===== config.mk =====
export PLATFORM = sky130hd
export DESIGN_NAME = lcd_timing_gen
export DESIGN_NICKNAME = d
export VERILOG_FILES = /design/src/rtl/lcd_timing_pkg.sv /design/src/rtl/lcd_sync_delay.sv /design/src/rtl/lcd_timing_gen.sv
export SDC_FILE = /design/constraint.sdc
export NUM_CORES = 1
export LEC_CHECK = 0
export ABC_CLOCK_PERIOD_IN_PS = 2900
export CAP_MARGIN = 30
export CORE_UTILIZATION = 51
export CTS_CLUSTER_DIAMETER = 50
export DETAILED_ROUTE_END_ITERATION = 10
export GPL_ROUTABILITY_DRIVEN = 1
export PLACE_DENSITY = 0.81
export SETUP_SLACK_MARGIN = 0.2
export SLEW_MARGIN = 15
export SYNTH_ARGS = -nofsm -noshare
export SYNTH_HDL_FRONTEND = slang
export SYNTH_SLANG_ARGS = --single-unit

===== constraint.sdc =====
create_clock -name clk_i -period 2.9 [get_ports clk_i]
set_input_delay 0.58 -clock clk_i [delete_from_list [all_inputs] [get_ports clk_i]]
set_output_delay 0.58 -clock clk_i [all_outputs]
set_load 0.005 [all_outputs]

===== src/rtl/lcd_timing_pkg.sv =====
// Default panel timing (800x480) and the line/frame length helper shared by
// the LCD timing generator.
package lcd_timing_pkg;

  localparam int DEF_H_ACTIVE = 800;
  localparam int DEF_H_FP     = 40;
  localparam int DEF_H_SYNC   = 128;
  localparam int DEF_H_BP     = 88;
  localparam int DEF_V_ACTIVE = 480;
  localparam int DEF_V_FP     = 1;
  localparam int DEF_V_SYNC   = 3;
  localparam int DEF_V_BP     = 21;
  localparam int DEF_DATA_W   = 24;
  localparam int DEF_PIX_LAT  = 2;

  function automatic int calc_total(input int sync_len, input int bp_len,
                                    input int active_len, input int fp_len);
    return sync_len + bp_len + active_len + fp_len;
  endfunction

endpackage


===== src/rtl/lcd_sync_delay.sv =====
// Reset-flushable shift register that carries the panel control flags so they
// line up with pixel data returned by the frame source.
module lcd_sync_delay #(
  parameter int             W       = 5,
  parameter int             DEPTH   = 3,
  parameter logic [W-1:0]   RST_VAL = '0
) (
  input  logic         clk_i,
  input  logic         rst_i,
  input  logic [W-1:0] din,
  output logic [W-1:0] dout
);

  logic [W-1:0] dly_p [DEPTH];

  always_ff @(posedge clk_i) begin
    if (rst_i) begin
      for (int i = 0; i < DEPTH; i++) dly_p[i] <= RST_VAL;
    end else begin
      dly_p[0] <= din;
      for (int i = 1; i < DEPTH; i++) dly_p[i] <= dly_p[i-1];
    end
  end

  assign dout = dly_p[DEPTH-1];

endmodule


===== src/rtl/lcd_timing_gen.sv =====
// LCD/RGB panel timing generator: raster counters, region decode, pixel request
// stage and a delay line that keeps hsync/vsync/de aligned with returned pixels.
module lcd_timing_gen
  import lcd_timing_pkg::*;
#(
  parameter int H_ACTIVE = DEF_H_ACTIVE,
  parameter int H_FP     = DEF_H_FP,
  parameter int H_SYNC   = DEF_H_SYNC,
  parameter int H_BP     = DEF_H_BP,
  parameter int V_ACTIVE = DEF_V_ACTIVE,
  parameter int V_FP     = DEF_V_FP,
  parameter int V_SYNC   = DEF_V_SYNC,
  parameter int V_BP     = DEF_V_BP,
  parameter bit HS_POL   = 1'b0,
  parameter bit VS_POL   = 1'b0,
  parameter int DATA_W   = DEF_DATA_W,
  parameter int PIX_LAT  = DEF_PIX_LAT,
  localparam int H_TOTAL = calc_total(H_SYNC, H_BP, H_ACTIVE, H_FP),
  localparam int V_TOTAL = calc_total(V_SYNC, V_BP, V_ACTIVE, V_FP),
  localparam int XW      = $clog2(H_ACTIVE),
  localparam int YW      = $clog2(V_ACTIVE)
) (
  input  logic              clk_i,
  input  logic              rst_i,
  input  logic              en_i,
  output logic              pix_req_o,
  output logic [XW-1:0]     pix_x_o,
  output logic [YW-1:0]     pix_y_o,
  input  logic [DATA_W-1:0] pix_data_i,
  output logic              lcd_dclk,
  output logic              lcd_hsync,
  output logic              lcd_vsync,
  output logic              lcd_de,
  output logic [DATA_W-1:0] lcd_data,
  output logic              frame_start_o,
  output logic              line_start_o
);

  localparam int HCW = $clog2(H_TOTAL);
  localparam int VCW = $clog2(V_TOTAL);

  localparam logic [31:0] HS_END = 32'(H_SYNC);
  localparam logic [31:0] VS_END = 32'(V_SYNC);
  localparam logic [31:0] HA_S   = 32'(H_SYNC + H_BP);
  localparam logic [31:0] HA_E   = 32'(H_SYNC + H_BP + H_ACTIVE);
  localparam logic [31:0] VA_S   = 32'(V_SYNC + V_BP);
  localparam logic [31:0] VA_E   = 32'(V_SYNC + V_BP + V_ACTIVE);

  localparam logic [HCW-1:0] H_LAST = HCW'(H_TOTAL - 1);
  localparam logic [VCW-1:0] V_LAST = VCW'(V_TOTAL - 1);
  localparam logic [HCW-1:0] HA_S_C = HCW'(H_SYNC + H_BP);
  localparam logic [VCW-1:0] VA_S_C = VCW'(V_SYNC + V_BP);

  logic [HCW-1:0] h_p0;
  logic [VCW-1:0] v_p0;
  logic [31:0]    h_ext, v_ext;
  logic           hs_raw, vs_raw, de_raw, frame_raw, line_raw;

  logic           vld_p1, hs_p1, vs_p1, frame_p1, line_p1;
  logic [XW-1:0]  x_p1;
  logic [YW-1:0]  y_p1;
  logic [4:0]     flags_dly;
  logic [DATA_W-1:0] data_p2;

  // Stage 0: raster counters, parked at the frame origin while disabled
  always_ff @(posedge clk_i) begin
    if (rst_i || !en_i) begin
      h_p0 <= '0;
      v_p0 <= '0;
    end else if (h_p0 == H_LAST) begin
      h_p0 <= '0;
      v_p0 <= (v_p0 == V_LAST) ? '0 : v_p0 + 1'b1;
    end else begin
      h_p0 <= h_p0 + 1'b1;
    end
  end

  assign h_ext     = 32'(h_p0);
  assign v_ext     = 32'(v_p0);
  assign hs_raw    = en_i && (h_ext < HS_END);
  assign vs_raw    = en_i && (v_ext < VS_END);
  assign de_raw    = en_i && (h_ext >= HA_S) && (h_ext < HA_E)
                          && (v_ext >= VA_S) && (v_ext < VA_E);
  assign frame_raw = en_i && (h_p0 == '0) && (v_p0 == '0);
  assign line_raw  = en_i && (h_p0 == '0);

  // Stage 1: pixel request to the frame source
  always_ff @(posedge clk_i) begin
    if (rst_i) begin
      vld_p1   <= 1'b0;
      hs_p1    <= ~HS_POL;
      vs_p1    <= ~VS_POL;
      frame_p1 <= 1'b0;
      line_p1  <= 1'b0;
    end else begin
      vld_p1   <= de_raw;
      hs_p1    <= hs_raw ? HS_POL : ~HS_POL;
      vs_p1    <= vs_raw ? VS_POL : ~VS_POL;
      frame_p1 <= frame_raw;
      line_p1  <= line_raw;
    end
  end

  always_ff @(posedge clk_i) begin
    x_p1 <= XW'(h_p0 - HA_S_C);
    y_p1 <= YW'(v_p0 - VA_S_C);
  end

  assign pix_req_o = vld_p1;
  assign pix_x_o   = vld_p1 ? x_p1 : '0;
  assign pix_y_o   = vld_p1 ? y_p1 : '0;

  // Stage 2..PIX_LAT+2: control flags wait for the source's read latency
  lcd_sync_delay #(
    .W       (5),
    .DEPTH   (PIX_LAT + 1),
    .RST_VAL ({~HS_POL, ~VS_POL, 3'b000})
  ) u_sync_delay (
    .clk_i (clk_i),
    .rst_i (rst_i),
    .din   ({hs_p1, vs_p1, vld_p1, frame_p1, line_p1}),
    .dout  (flags_dly)
  );

  assign {lcd_hsync, lcd_vsync, lcd_de, frame_start_o, line_start_o} = flags_dly;

  always_ff @(posedge clk_i) begin
    data_p2 <= pix_data_i;
  end

  assign lcd_data = lcd_de ? data_p2 : '0;
  assign lcd_dclk = ~clk_i;

endmodule


=== Word level (Yosys, flattened, before mapping) ===
Memory sizes are Yosys's and may differ from the RTL's.
Index checks and enable logic that the tools add are counted.

* Register bits: 68
* Bits in writable memories: 15
* Input bits: 27
* Output and inout port bits: 50
* Logic and storage cells: 52
* Memories: 1

{| class="wikitable"
|+ Memory list
! memory !! words !! bits a word !! rd ports !! clocked after memory_dff !! wr ports !! line !! text
|-
| u_sync_delay.dly_p || 3 || 5 || 3 || 0 || 3 || lcd_sync_delay.sv:14 || <nowiki>logic [W-1:0] dly_p [DEPTH];</nowiki>
|}

* Add/subtract/negate cells: 4
* Magnitude comparators: 6
* Equality and inequality tests: 2
* Multiplexer cells: 12
* Bitwise operators: 4
* Reductions and logical operators: 13

{| class="wikitable"
|+ Operator list
! kind !! count
|-
| 24-bit two-way mux || 1
|-
| 9-bit two-way mux || 2
|-
| 5-bit two-way mux || 3
|-
| 11-bit by 1-bit adder with 11-bit output (second input constant) || 1
|-
| 11-bit == test (second input constant) || 1
|-
| 11-bit by 8-bit greater-or-equal comparator with 1-bit output (second input constant) || 1
|-
| 11-bit logical NOT || 1
|-
| 11-bit by 10-bit < comparator with 1-bit output (second input constant) || 1
|-
| 11-bit by 8-bit < comparator with 1-bit output (second input constant) || 1
|-
| 10-bit two-way mux || 1
|-
| 10-bit by 8-bit subtractor with 10-bit output (second input constant) || 1
|-
| 9-bit by 1-bit adder with 9-bit output (second input constant) || 1
|-
| 9-bit == test (second input constant) || 1
|-
| 9-bit by 5-bit greater-or-equal comparator with 1-bit output (second input constant) || 1
|-
| 9-bit logical NOT || 1
|-
| 9-bit by 2-bit < comparator with 1-bit output (second input constant) || 1
|-
| 9-bit < comparator (second input constant) || 1
|-
| 9-bit by 5-bit subtractor with 9-bit output (second input constant) || 1
|-
| 1-bit logical AND || 8
|-
| 1-bit two-way mux || 5
|-
| 1-bit bitwise OR || 3
|-
| 2-bit OR reduction || 1
|-
| 1-bit logical NOT || 1
|-
| 1-bit logical OR || 1
|-
| 1-bit NOT || 1
|}

=== Longest topological paths before layout ===
Gate-level depths: netlist of run 1.

* Depth after elaboration: 5
* Depth in mapped cells: 6
* Mapped depth without buffers: 6

=== Modules after synthesis ===
A second synthesis of run 1 with hierarchy kept.

* Cells, all modules: 294
* Area, all modules: 3098.0 sq um

{| class="wikitable"
|+ Modules (own cells, without submodules)
! module !! times used !! cells an instance !! area each (sq um) !! sequential area each (sq um)
|-
| lcd_timing_gen || 1 || 258 || 2648.8 || 1361.3
|-
| lcd_sync_delay || 1 || 36 || 449.2 || 300.3
|}

==> flow_metrics.env, run 1 <==
export IMPL_required_ps=2320
export IMPL_syn_inst=290
export IMPL_p_leak_nw=1.47
export IMPL_crit_family="buffers and inverters"
export IMPL_synth_warnings=0
export IMPL_drc=0
export IMPL_worstPathMaxFanout=12
export IMPL_finalSetupTns_ps=0
export IMPL_dp_cells=424
export IMPL_crit_buf_inv=4
export IMPL_synthAdderAreaFrac_pct=3.40
export IMPL_grtUsageTotal_pct=19.5
export IMPL_status="finished clean"
export IMPL_grt_first_pass_wirelength_mm=9.11
export IMPL_drive_gt1_share_pct=5.72
export IMPL_vias=2160
export IMPL_clockRootBuffer="clkbuf_8"
export IMPL_powerDensity_mw_per_mm2=512
export IMPL_antenna_found_initial=0
export IMPL_crit_top_cell="clkbuf_16"
export IMPL_antennaDiodeCount=0
export IMPL_clockPowerShare_pct=38.4
export IMPL_nets=398
export IMPL_port_buffer_count=76
export IMPL_whs_ps=413
export IMPL_synth_top_family_by_area="simple AND/OR/NAND/NOR gates"
export IMPL_cts_setup_buffers=0
export IMPL_min_path_type="flop to flop"
export IMPL_hold_buffers=0
export IMPL_power_frac_seq_pct=58.8
export IMPL_synth_top_area_share_pct=56.4
export IMPL_avgSynthCellArea_sq_um=10.2
export IMPL_cp_slowest_stage_delay_ps=220
export IMPL_die_x_microns=78.0
export IMPL_synth_xor_area_share_pct=5.35
export IMPL_endpoint_kind="output pin"
export IMPL_dr_pass1_iters=4
export IMPL_intPower_w=0.00159
export IMPL_setup_viol=0
export IMPL_synth_edff_count=0
export IMPL_synth_compound_gate_area_share_pct=5.31
export IMPL_grt_pass1_vias=1985
export IMPL_path_clk_slew_ps=50
export IMPL_synth_common_cells="dfxtp_1 (83), and2_1 (43), nor2_1 (20)"
export IMPL_hpwlAfterDp_mm=3.95
export IMPL_synth_main_ff_cell="dfxtp_1"
export IMPL_ir_drop_uv=322
export IMPL_cts_buffers=9
export IMPL_finalPower_w=0.00200
export IMPL_combPwrFrac_pct=2.8
export IMPL_synth_most_common_cell="dfxtp_1"
export IMPL_ctsLongestPathBuffers=2
export IMPL_clock_latency_ps=310
export IMPL_syn_num_nets=325
export IMPL_drt_iter0_markers=84
export IMPL_die_area_sq_mm=0.00608
export IMPL_gp_congestion=0.877
export IMPL_design_area_sq_mm=0.00390
export IMPL_async_flop_share_pct=0
export IMPL_synthMuxAreaShare_pct=0
export IMPL_cts_resized=3
export IMPL_rows=27
export IMPL_drt_total_wl_mm=5.59
export IMPL_core_area_sq_mm=0.00554
export IMPL_crit_chain="clkbuf_16 -> clkbuf_16 -> inv_1 -> dlygate4sd2_1"
export IMPL_wl_per_cell_microns=12.7
export IMPL_yosys_top_cells_area="dfxtp_1 (56%), and2_1 (9.1%), xnor2_1 (3.6%), ha_1 (3.4%), nor2_1 (2.5%)"
export IMPL_htree_levels=3
export IMPL_syn_cell_area_sq_mm=0.00294
export IMPL_tightest_slew_ps=563
export IMPL_die_h_microns=78.0
export IMPL_critPathLaunchType="clock port"
export IMPL_grt_ovfl_total=0
export IMPL_io_pins=77
export IMPL_rsz0062_at_grt="no"
export IMPL_p_switching_w=0.000407
export IMPL_cts_tree="built"
export IMPL_crit_type="clock port to output pin"
export IMPL_ys_ff_latch=83
export IMPL_area_delta_synth_final_pct=32.5
export IMPL_swShare_pct=20.4
export IMPL_fin_skew_ps=13.8
export IMPL_finalNonFillerCells=439
export IMPL_hold_violations=0
export IMPL_via_per_inst=4.92
export IMPL_slew_viol_final=0
export IMPL_critPathSlowestCell="dlygate4sd2_1"
export IMPL_synth_cell_type_count=37
export IMPL_ant_nets=0
export IMPL_grt_max_degree=26
export IMPL_ys_seq_area_share_pct=56.4
export IMPL_yosys_area_share_simple_pct=25.8
export IMPL_initial_core_util_pct=53.1
export IMPL_maxCapViolCount=0
export IMPL_arrival_ps=2020
export IMPL_yosys_area_top_type="dfxtp_1"
export IMPL_slew_headroom_pct=62.4
export IMPL_post_dp_cell_area_sq_mm=0.00373
## placed cells by master, fill, tap and decap left out, types with 2 or more instances in the layout
| cell type | Yosys | final |
|---|---|---|
| a211oi_1 | 2 | 2 |
| a21oi_1 | 11 | 11 |
| a32o_1 | 2 | 2 |
| and2_1 | 43 | 43 |
| and3_1 | 4 | 4 |
| and3b_1 | 2 | 2 |
| and4_1 | 3 | 3 |
| clkbuf_1 | 10 | 4 |
| clkbuf_16 | 0 | 2 |
| clkbuf_8 | 0 | 7 |
| clkdlybuf4s50_1 | 0 | 75 |
| dfxtp_1 | 83 | 83 |
| ha_1 | 8 | 8 |
| inv_1 | 9 | 9 |
| nand2_1 | 16 | 16 |
| nand3_1 | 8 | 8 |
| nand4_1 | 4 | 4 |
| nor2_1 | 20 | 20 |
| nor2b_1 | 11 | 11 |
| nor3_1 | 5 | 5 |
| o21ai_0 | 4 | 4 |
| or2_2 | 6 | 6 |
| or4_1 | 4 | 4 |
| xnor2_1 | 12 | 12 |
| xor2_1 | 6 | 6 |
## worst paths after layout
path | from | endpoint | slack, ps | cells after the start
setup / recovery | clk_i | lcd_dclk | 300 | 4
hold / removal | u_sync_delay.dly_p[0][8] | u_sync_delay.dly_p[0][13] | 410 | 1
setup reg to reg | h_p0[0] | v_p0[8] | 910 | 5
hold reg to reg | u_sync_delay.dly_p[0][8] | u_sync_delay.dly_p[0][13] | 410 | 1
## power by group through the flow
stage                     sequential (W)   clock [W]  combinational, W
after detailed placement         0.00120   0.0000338         0.0000565
after global routing             0.00118    0.000842         0.0000616
final                            0.00117    0.000766         0.0000561
after global placement           0.00120   0.0000338         0.0000549
after CTS                        0.00117    0.000787         0.0000566
after floorplan                  0.00120  0.00000789         0.0000147
## worst reg2reg max path, cell delays in order (launching register included)
cell and delay (ps):
dfxtp_1 420, ha_1 270, and4_4 260, nand4_2 260, or4_1 580, a21oi_1 130
## layout make-up
class / count / area [sq um]
clock buffer: 14 / 170
clock inverter: 3 / 16.3
fill: 416 / 1640
inverter: 8 / 30.0
multi-input combinational: 183 / 1170
sequential: 83 / 1660
tap: 72 / 90.1
timing repair buffer: 76 / 758
## per-layer routing
metal / vias to the layer above / GRT usage (%) / part of all wire, %
met5: - / 0 / 0
met2: 89 / 31.0 / 45
met3: 6 / 7.41 / 8.6
li1: 1099 / - / -
met4: 0 / 6.11 / 0.64
met1: 966 / 24.4 / 46
## stage by stage
step / utilization [%] / worst slack, ps
3_3_place_gp: 67.3 / 365
3_5_place_dp: 67.3 / 365
6_report: 70.4 / 296
5_1_grt: 70.4 / 277
2_1_floorplan: - / 827
4_1_cts: 70.4 / 288
## cell families (layout without fill, tap and decap cells)
kind of cell / after synthesis / count (layout)
buffers and inverters: 24 / 101
flip-flops: 83 / 83
adder cells (fa/ha/maj): 8 / 8
AO/OA/AOI/OAI: 25 / 25
AND/OR/NAND/NOR: 132 / 132
XOR/XNOR: 18 / 18
## flip-flops by register name (all words and copies together), names as in the netlist
register and flops:
data_p2 24, frame_p1 1, h_p0 11, hs_p1 1, line_p1 1, pix_req_o 1, u_sync_delay.dly_p 15, v_p0 9
vs_p1 1, x_p1 10, y_p1 9
Note: power is estimated with default switching activity, not from simulation.
==> inputs of run 2 (changes only) <==
--- a/config.mk
+++ b/config.mk
@@ -9,11 +9,11 @@
 export CAP_MARGIN = 30
 export CORE_UTILIZATION = 51
 export CTS_CLUSTER_DIAMETER = 50
+export CTS_CLUSTER_SIZE = 40
 export DETAILED_ROUTE_END_ITERATION = 10
 export GPL_ROUTABILITY_DRIVEN = 1
 export PLACE_DENSITY = 0.81
 export SETUP_SLACK_MARGIN = 0.2
-export SLEW_MARGIN = 15
 export SYNTH_ARGS = -nofsm -noshare
 export SYNTH_HDL_FRONTEND = slang
 export SYNTH_SLANG_ARGS = --single-unit
==> results of run 2 <==
Final layout, timing and power as in run 1 (identical DEF).
==> inputs of run 3 (changes only) <==
--- a/config.mk
+++ b/config.mk
@@ -7,6 +7,7 @@
 export LEC_CHECK = 0
 export ABC_CLOCK_PERIOD_IN_PS = 2900
 export CAP_MARGIN = 30
+export CORE_MARGIN = 2
 export CORE_UTILIZATION = 51
 export CTS_CLUSTER_DIAMETER = 50
 export CTS_CLUSTER_SIZE = 40
==> run 3 against run 2 <==
Against the previous run:
- via count increased by 3.1%
- worst hold slack got worse by 15 ps
- non-clock buffer count unchanged
- clock power increased by 29%
- register-to-register slack got worse by 20 ps
- critical path type unchanged
- largest power group unchanged
==> flow_metrics.env, run 3 (synthesized netlist as in run 1, its figures left out) <==
export IMPL_status="finished clean"
export IMPL_hpwlAfterDp_mm=4.06
export IMPL_rsz0062_at_grt="no"
export IMPL_design_area_sq_mm=0.00397
export IMPL_grtUsageTotal_pct=18.9
export IMPL_fillers=410
export IMPL_top_register="data_p2"
export IMPL_core_area_sq_mm=0.00554
export IMPL_final_common_cell="dfxtp_1"
export IMPL_drc=0
export IMPL_drt_iter0_markers=54
export IMPL_rows=27
export IMPL_nets=398
export IMPL_slew_viol_final=0
export IMPL_slew_headroom_pct=61.9
export IMPL_regArea_sq_mm=0.00166
export IMPL_io_pins=77
export IMPL_die_h_microns=80.0
export IMPL_wl_per_cell_microns=13.0
export IMPL_post_dp_cell_area_sq_mm=0.00373
export IMPL_p_leak_nw=1.51
export IMPL_die_area_sq_mm=0.00640
export IMPL_grt_first_pass_wirelength_mm=9.16
export IMPL_ir_drop_uv=367
export IMPL_via_per_inst=5.06
export IMPL_endpoint_kind="output pin"
export IMPL_area_delta_synth_final_pct=35.0
export IMPL_tightest_slew_ps=571
export IMPL_cp_slowest_stage_delay_ps=220
export IMPL_reg_top3="data_p2: 24 flops, u_sync_delay.dly_p: 15 flops, h_p0: 11 flops"
export IMPL_whs_ps=398
export IMPL_antenna_found_initial=0
export IMPL_grt_pass1_vias=1958
export IMPL_clockRootBuffer="clkbuf_8"
export IMPL_crit_top_cell="clkbuf_16"
export IMPL_grt_ovfl_total=0
export IMPL_path_clk_slew_ps=80
export IMPL_clock_latency_ps=310
export IMPL_crit_family="buffers and inverters"
export IMPL_grt_max_degree=26
export IMPL_largest_reg_flops=24
export IMPL_antennaDiodeCount=0
export IMPL_cts_tree="built"
export IMPL_dr_pass1_iters=4
export IMPL_cts_buffers=9
export IMPL_required_ps=2320
export IMPL_port_buffer_count=76
export IMPL_critPathLaunchType="clock port"
export IMPL_finalSetupTns_ps=0
export IMPL_die_x_microns=80.0
export IMPL_setup_viol=0
export IMPL_multi_input_area_sq_mm=0.00117
export IMPL_layout_common_cells="dfxtp_1 (83), clkdlybuf4s50_1 (75), and2_1 (43)"
export IMPL_min_path_type="flop to flop"
export IMPL_critPathSlowestCell="dlygate4sd2_1"
export IMPL_arrival_ps=2020
export IMPL_ant_nets=0
export IMPL_powerDensity_mw_per_mm2=559
export IMPL_gp_congestion=0.802
export IMPL_drive_gt1_share_pct=6.79
export IMPL_htree_levels=3
export IMPL_crit_chain="clkbuf_16 -> clkbuf_16 -> inv_1 -> dlygate4sd2_1"
export IMPL_hold_violations=0
export IMPL_crit_type="clock port to output pin"
export IMPL_initial_core_util_pct=53.1
export IMPL_vias=2227
export IMPL_crit_buf_inv=4
export IMPL_worstPathMaxFanout=13
export IMPL_maxCapViolCount=0
export IMPL_drt_total_wl_mm=5.73
export IMPL_fin_skew_ps=14.0
export IMPL_ctsLongestPathBuffers=2
run 3: area by class of cell:
class,instances,area share [%]
multi-input cells,183,29.6
clock buffers,11,4.25
flip-flops and latches,83,41.8
well taps,72,2.27
inverters,8,0.756
repair buffers,76,19.1
clock inverters,7,2.27
run 3: where the power goes:
part	internal [W]	switching (W)	total, W
clock network	0.000585	0.000406	0.000990
logic	0.0000392	0.0000172	0.0000565
registers	0.00117	0.00000707	0.00117
run 3: metrics by stage:
step	setup slack, ps	total power, W	cells	util [%]
after global placement	365	0.00129	424	67.3
after global routing	267	0.00231	440	71.7
after detailed placement	365	0.00129	424	67.3
after floorplan	827	0.00122	290	-
after CTS	280	0.00225	440	71.7
final	298	0.00222	440	71.7
run 3: timing repair:
| action | 4_1_cts | 5_1_grt |
|---|---|---|
| hold buffers | 0 | 0 |
| endpoints found under the setup margin | 1 | 0 |
| gates resized for setup | 3 | 0 |
| endpoints found under the hold margin | 0 | 0 |
| buffers inserted | 0 | 0 |
run 3: final timing paths:
kind              slack [ps]  cells after the start                  endpoint                      from
setup / recovery         300                      4                  lcd_dclk                     clk_i
setup reg to reg         890                      5                   v_p0[8]                   h_p0[0]
hold / removal           400                      1  u_sync_delay.dly_p[0][8]  u_sync_delay.dly_p[0][3]
hold reg to reg          400                      1  u_sync_delay.dly_p[0][8]  u_sync_delay.dly_p[0][3]
run 3: routing by layer:
metal	global-route usage (%)	vias up	share of wire (%)
li1	-	1096	-
met3	5.43	12	9.6
met5	0	-	0
met4	9.66	0	2.0
met2	29.6	102	45
met1	23.8	1017	44
